**config.mk**
```make
export PLATFORM = sky130hd
export DESIGN_NAME = round_sequencer
export DESIGN_NICKNAME = d
export VERILOG_FILES = /design/src/rtl/round_sequencer.sv
export SDC_FILE = /design/constraint.sdc
export NUM_CORES = 1
export LEC_CHECK = 0
export CAP_MARGIN = 20
export CORE_MARGIN = 2
export CORE_UTILIZATION = 44
export CTS_CLUSTER_SIZE = 40
export DETAILED_ROUTE_END_ITERATION = 7
export PLACE_DENSITY_LB_ADDON = 0.15
export SYNTH_ARGS = -nofsm -noshare
export SYNTH_HDL_FRONTEND = slang
export SYNTH_SLANG_ARGS = --single-unit
```
**constraint.sdc**
```tcl
create_clock -name clk_i -period 2.2 [get_ports clk_i]
set_input_delay 0.22 -clock clk_i [delete_from_list [all_inputs] [get_ports clk_i]]
set_output_delay 0.22 -clock clk_i [all_outputs]
set_load 0.05 [all_outputs]
```
**src/rtl/round_sequencer.sv**
```systemverilog
// rtl/round_sequencer.sv - runs a programmed number of downstream counter wraps with pause and abort
module round_sequencer #(
  parameter int RW = 8
) (
  input  logic          clk_i,
  input  logic          rst_ni,
  input  logic          start_i,
  input  logic [RW-1:0] rounds_i,
  input  logic          pause_i,
  input  logic          abort_i,
  input  logic          cnt_done_i,
  output logic          cnt_enable_o,
  output logic          busy_o,
  output logic [RW-1:0] round_idx_o,
  output logic          finished_o,
  output logic          aborted_o
);

  typedef enum logic [1:0] {
    S_IDLE   = 2'd0,
    S_RUN    = 2'd1,
    S_PAUSED = 2'd2,
    S_DONE   = 2'd3
  } state_e;

  state_e        state_q, state_d;
  logic [RW-1:0] rounds_q, rounds_d;
  logic [RW-1:0] round_idx_q, round_idx_d;
  logic          aborted_q, aborted_d;

  logic [RW-1:0] idx_inc;
  logic          terminal;

  // The compare is done on the incremented index, so a run never needs the wrapped value.
  assign idx_inc  = round_idx_q + RW'(1);
  assign terminal = cnt_done_i && (idx_inc == rounds_q);

  // State and run bookkeeping registers; reset abandons any run without pulses.
  always_ff @(posedge clk_i or negedge rst_ni) begin
    if (!rst_ni) begin
      state_q     <= S_IDLE;
      rounds_q    <= '0;
      round_idx_q <= '0;
      aborted_q   <= 1'b0;
    end else begin
      state_q     <= state_d;
      rounds_q    <= rounds_d;
      round_idx_q <= round_idx_d;
      aborted_q   <= aborted_d;
    end
  end

  // Next-state and output decode; abort outranks a coincident wrap pulse.
  always_comb begin
    state_d      = state_q;
    rounds_d     = rounds_q;
    round_idx_d  = round_idx_q;
    aborted_d    = 1'b0;
    cnt_enable_o = 1'b0;
    busy_o       = 1'b1;
    finished_o   = 1'b0;

    unique case (state_q)
      S_IDLE: begin
        busy_o = 1'b0;
        if (start_i) begin
          rounds_d    = rounds_i;
          round_idx_d = '0;
          state_d     = (rounds_i != '0) ? S_RUN : S_DONE;
        end
      end
      S_RUN, S_PAUSED: begin
        // The counter is stopped in the very cycle of the last wrap so it rests at zero.
        cnt_enable_o = (state_q == S_RUN) && !terminal;
        if (abort_i) begin
          state_d   = S_IDLE;
          aborted_d = 1'b1;
        end else begin
          // A wrap already in flight when pausing still counts.
          if (cnt_done_i) begin
            round_idx_d = idx_inc;
          end
          if (terminal) begin
            state_d = S_DONE;
          end else if (pause_i) begin
            state_d = S_PAUSED;
          end else begin
            state_d = S_RUN;
          end
        end
      end
      S_DONE: begin
        finished_o = 1'b1;
        state_d    = S_IDLE;
      end
      default: begin
        state_d = S_IDLE;
      end
    endcase
  end

  assign round_idx_o = round_idx_q;
  assign aborted_o   = aborted_q;

endmodule

```
Word level (Yosys, flattened, before mapping)
Cells that the tools add are included.

storage, ports and cells
  register bits after elaboration = 19
  input port bits = 14
  output and inout port bits = 12
  logic and storage cells = 36

cells by class
  add/sub/neg operators = 1
  eq/ne operators = 7
  mux-type cells = 15
  reduce and logical (&&, ||, !) cells = 9

operator list
  operator             number
  $mux 8               3
  $pmux 8 s2           1
  $mux 2               5
  $add 8x1->8 const B  1
  $eq 8x8->1           1
  $reduce_bool 8->1    1
  $ne 2x2->1 const B   3
  $pmux 2 s3           1
  $mux 1               5
  $eq 2x2->1 const B   2
  $reduce_and 4->1     1
  $eq 2x1->1 const B   1
  $logic_and 1x1->1    2
  $logic_not 2->1      1
  $reduce_and 2->1     1
  $reduce_bool 2->1    1
  $reduce_or 2->1      1
  $logic_not 1->1      1

Depth between registers and ports, before layout
  word-level depth = 6
  mapped depth = 8
  depth with buffers taken out = 7

Worst setup path after synthesis
OpenSTA, ideal clock, no wires.

  path kind = flip-flop to output port
  from = register round_idx_q[6], in the netlist round_idx_o[6]
  to = output port cnt_enable_o
  arrival time = 2.453 ns
  data required time = 1.980 ns
  slack = -0.473 ns
  stages on the path, launching flop included = 7
  path buffers = 1
  cells stage by stage = dfrtp_1 > buf_6 > xor2_1 > mux2_4 > o32a_1 > or4_4 > and3_1

on the way
  cells in the longest elaborated chain, start to end = 6

ends and longest elaborated chain
  what                    RTL line  text
  from (decl)             28        logic [RW-1:0] round_idx_q, round_idx_d;
  from (signal assigned)  48        round_idx_q <= round_idx_d;
  $add 8x1->8             35        assign idx_inc = round_idx_q + RW'(1);
  $eq 8x8->1              36        assign terminal = cnt_done_i && (idx_inc == rounds_q);
  $logic_and 1x1->1       36
  $logic_not 1->1         74        cnt_enable_o = (state_q == S_RUN) && !terminal;
  $logic_and 1x1->1       74
  $mux 1                  63        unique case (state_q)
  to (decl)               12        output logic cnt_enable_o,

Every way passes these cells.

Worst setup path in the final report
  from = register round_idx_q[0], in the netlist round_idx_o[0]
  to = output port cnt_enable_o

The elaborated chain is that of the path after synthesis.

==> impl_metrics.env <==
export IMPL_drive_above_1_share=0.218
export IMPL_antenna_found_initial=0
export IMPL_grt_use_total=0.185
export IMPL_htreeDepth=1
export IMPL_critPathKind="reg2out"
export IMPL_layout_cells_most_common="clkdlybuf4s50_1"
export IMPL_area_growth_pct=37.1
export IMPL_synth_nets=136
export IMPL_vias=1027
export IMPL_n_antenna_cell=0
export IMPL_placement_rows=18
export IMPL_grt_pass1_vias=1010
export IMPL_timing_hold_violations_final=0
export IMPL_drt_vias_per_instance=5.52
export IMPL_dieArea_um2=3080
export IMPL_ys_warn_count=0
export IMPL_reg2reg_depth=7
export IMPL_gp_congestion=0.779
export IMPL_placed_area_um2=1530
export IMPL_synth_seq_cells=19
export IMPL_path_cells="ha_4, xor2_1, a221oi_1, o211ai_1, or4_4, and3_4, buf_6"
export IMPL_grt_pass1_wl_um=4530
export IMPL_grt_setup_unrepaired="true"
export IMPL_cts_root_buf="clkbuf_4"
export IMPL_crit_buf_inv=1
export IMPL_place_hpwl_um=2040
export IMPL_p_leak_nw=0.677
export IMPL_syn_area_per_cell_um2=9.87
export IMPL_worst_ir_drop_vdd_mv=1.01
export IMPL_setup_violations=1
export IMPL_wl_per_cell_um=14.6
export IMPL_yosysUniqueCellTypes=35
export IMPL_violations="negative setup slack"
export IMPL_overflow=0
export IMPL_die_y_um=55.5
export IMPL_r2r_end="state_q[1]"
export IMPL_cts_sinks=19
export IMPL_maxCapViolCount=0
export IMPL_drt_iter0_drc=24
export IMPL_ys_flop_type="dfrtp_1"
export IMPL_drv_slew=0
export IMPL_drc=0
export IMPL_core_area_um2=2500
export IMPL_cp_required_ns=1.98
export IMPL_cts_tree="yes"
export IMPL_cts_hold_buffers=0
export IMPL_slowest_stage="or4_4"
export IMPL_final_area_um2=1600
export IMPL_maxSlewHeadroom=0.661
export IMPL_status="finished, violations left"
export IMPL_start_util=0.466
export IMPL_finalCritPeriodShare=1.15
export IMPL_period_needed_ns=2.54
export IMPL_ys_async_sr_fraction=1.00
export IMPL_die_x_um=55.5
export IMPL_timing_fmax_mhz=394
export IMPL_syn_instance_count=118
export IMPL_arrival_ns=2.32
export IMPL_io_pins=26
export IMPL_crit_path_start_kind="flip-flop"
export IMPL_numCtsBuffers=3
export IMPL_seq_area_frac_synth=0.408
export IMPL_slowest_delay_ns=0.50
export IMPL_mostFrequentLayoutCells="clkdlybuf4s50_1, dfrtp_1, buf_4, mux2_2"
export IMPL_hp_class="in2async"
export IMPL_reg2reg_slack_ns=0.06
export IMPL_worst_pin_slew_ns=0.507
export IMPL_synth_edf_count=0
export IMPL_firstDrtPassIters=4
export IMPL_clk_insertion_delay_late_ns=0.31
export IMPL_io_buffers=25
export IMPL_critical_path_top_delay_family="simple AND/OR/NAND/NOR gates"
export IMPL_fin_ws_ns=-0.339
export IMPL_crit_path_max_fanout=2
export IMPL_fin_hold_ws_ns=0.232
export IMPL_p_per_area_nw_per_um2=1150
export IMPL_utilization=0.639
export IMPL_final_antenna_net_count=0
export IMPL_drt_total_wl_um=2720
export IMPL_cp_end_kind="output port"
export IMPL_worst_clock_skew_ns=0.000944
export IMPL_cts_setup_buffers=0
export IMPL_clkSlewWorstSetupHoldPaths_ns=0.11
export IMPL_syn_cell_area_um2=1160
export IMPL_cts_buffer_depth=2
export IMPL_r2r_start="round_idx_o[0]"
export IMPL_grt_start_max_net_pins=20
export IMPL_nNetsFinal=175
[cell families (layout without fill, tap and decap cells)]
family | after synthesis | after routing | share of synthesized area
adder cells (fa/ha/maj) | 4 | 4 | 0.0430
multiplexers | 10 | 10 | 0.0988
flip-flops | 19 | 19 | 0.408
AND/OR/NAND/NOR | 37 | 37 | 0.171
AO/OA/AOI/OAI | 29 | 29 | 0.169
XOR/XNOR | 10 | 10 | 0.0752
buffers and inverters | 9 | 47 | 0.0354
[metal layers]
| metal | GRT usage | wire length, µm | vias up |
|---|---|---|---|
| li1 | - | - | 500 |
| met1 | 0.234 | 1180 | 484 |
| met2 | 0.308 | 1340 | 39 |
| met3 | 0.0422 | 168 | 4 |
| met4 | 0.0697 | 31 | 0 |
| met5 | 0 | 0 | - |
[worst reg2reg max path, delay by kind of cell (launching register included)]
kind / cells / cell delay [ns]
compound gates: 3 / 0.55
flops: 1 / 0.44
fa+ha+maj: 1 / 0.25
xor+xnor: 1 / 0.15
simple gates: 1 / 0.50
buf+inv: 1 / 0.16
[what timing repair did]
item / 4_1_cts / 5_1_grt
endpoints found under the setup margin: 1 / 4
resized for setup: 2 / 3
cloned: 0 / 0
pin swaps: 1 / 2
[layout make-up]
class | instances | area [µm²]
fill | 210 | 903
multi-input combinational | 90 | 689
sequential | 19 | 479
timing repair buffer | 36 | 337
tap | 30 | 37.5
inverter | 7 | 26.3
clock buffer | 3 | 22.5
clock inverter | 1 | 5.00
[synthesized netlist by cell type, types with 3 or more instances]
cell | number | share of area
xor2_1 | 6 | 0.045
nand3_1 | 5 | 0.021
o21ai_1 | 4 | 0.017
xnor2_1 | 4 | 0.030
nand2_1 | 7 | 0.023
ha_1 | 4 | 0.043
nor2_1 | 6 | 0.019
inv_1 | 7 | 0.023
and3_1 | 4 | 0.021
a21oi_1 | 3 | 0.013
nand2b_1 | 4 | 0.021
dfrtp_1 | 19 | 0.41
o21ai_0 | 5 | 0.021
o31ai_1 | 3 | 0.019
nor2b_1 | 5 | 0.027
mux2_2 | 8 | 0.077
[power by group]
| group | switching, mW | total, mW | internal [mW] | leakage, nW |
|---|---|---|---|---|
| logic | 0.570 | 1.06 | 0.489 | 0.422 |
| registers | 0.116 | 0.588 | 0.472 | 0.237 |
| clock network | 0.116 | 0.184 | 0.0680 | 0.0177 |
| total | 0.802 | 1.83 | 1.03 | 0.677 |
[per-stage QoR]
stage	setup WS (ns)	instances	power [mW]	TNS, ns
3_3_place_gp	-0.0460	182	1.58	-0.0460
3_5_place_dp	-0.0693	182	1.60	-0.0693
4_1_cts	-0.327	186	1.82	-0.327
6_report	-0.339	186	1.83	-0.339
5_1_grt	-0.399	186	1.96	-0.402
2_1_floorplan	-0.0876	118	1.30	-0.0876
[state kept, by name, indices dropped and copies added (netlist names)]
register / flops
round_idx_o: 8
aborted_o: 1
rounds_q: 8
state_q: 2
[worst max-delay path by stage]
stage                               from      endpoint  slack (ns)  cells past startpoint
after global placement    round_idx_o[0]  cnt_enable_o       -0.05                      7
after floorplan           round_idx_o[6]  cnt_enable_o       -0.09                      6
after detailed placement  round_idx_o[0]  cnt_enable_o       -0.07                      7
final                     round_idx_o[0]  cnt_enable_o       -0.34                      7
after CTS                 round_idx_o[0]  cnt_enable_o       -0.33                      7
after global routing      round_idx_o[0]  cnt_enable_o       -0.40                      7
(Power assumes the default switching activity.)
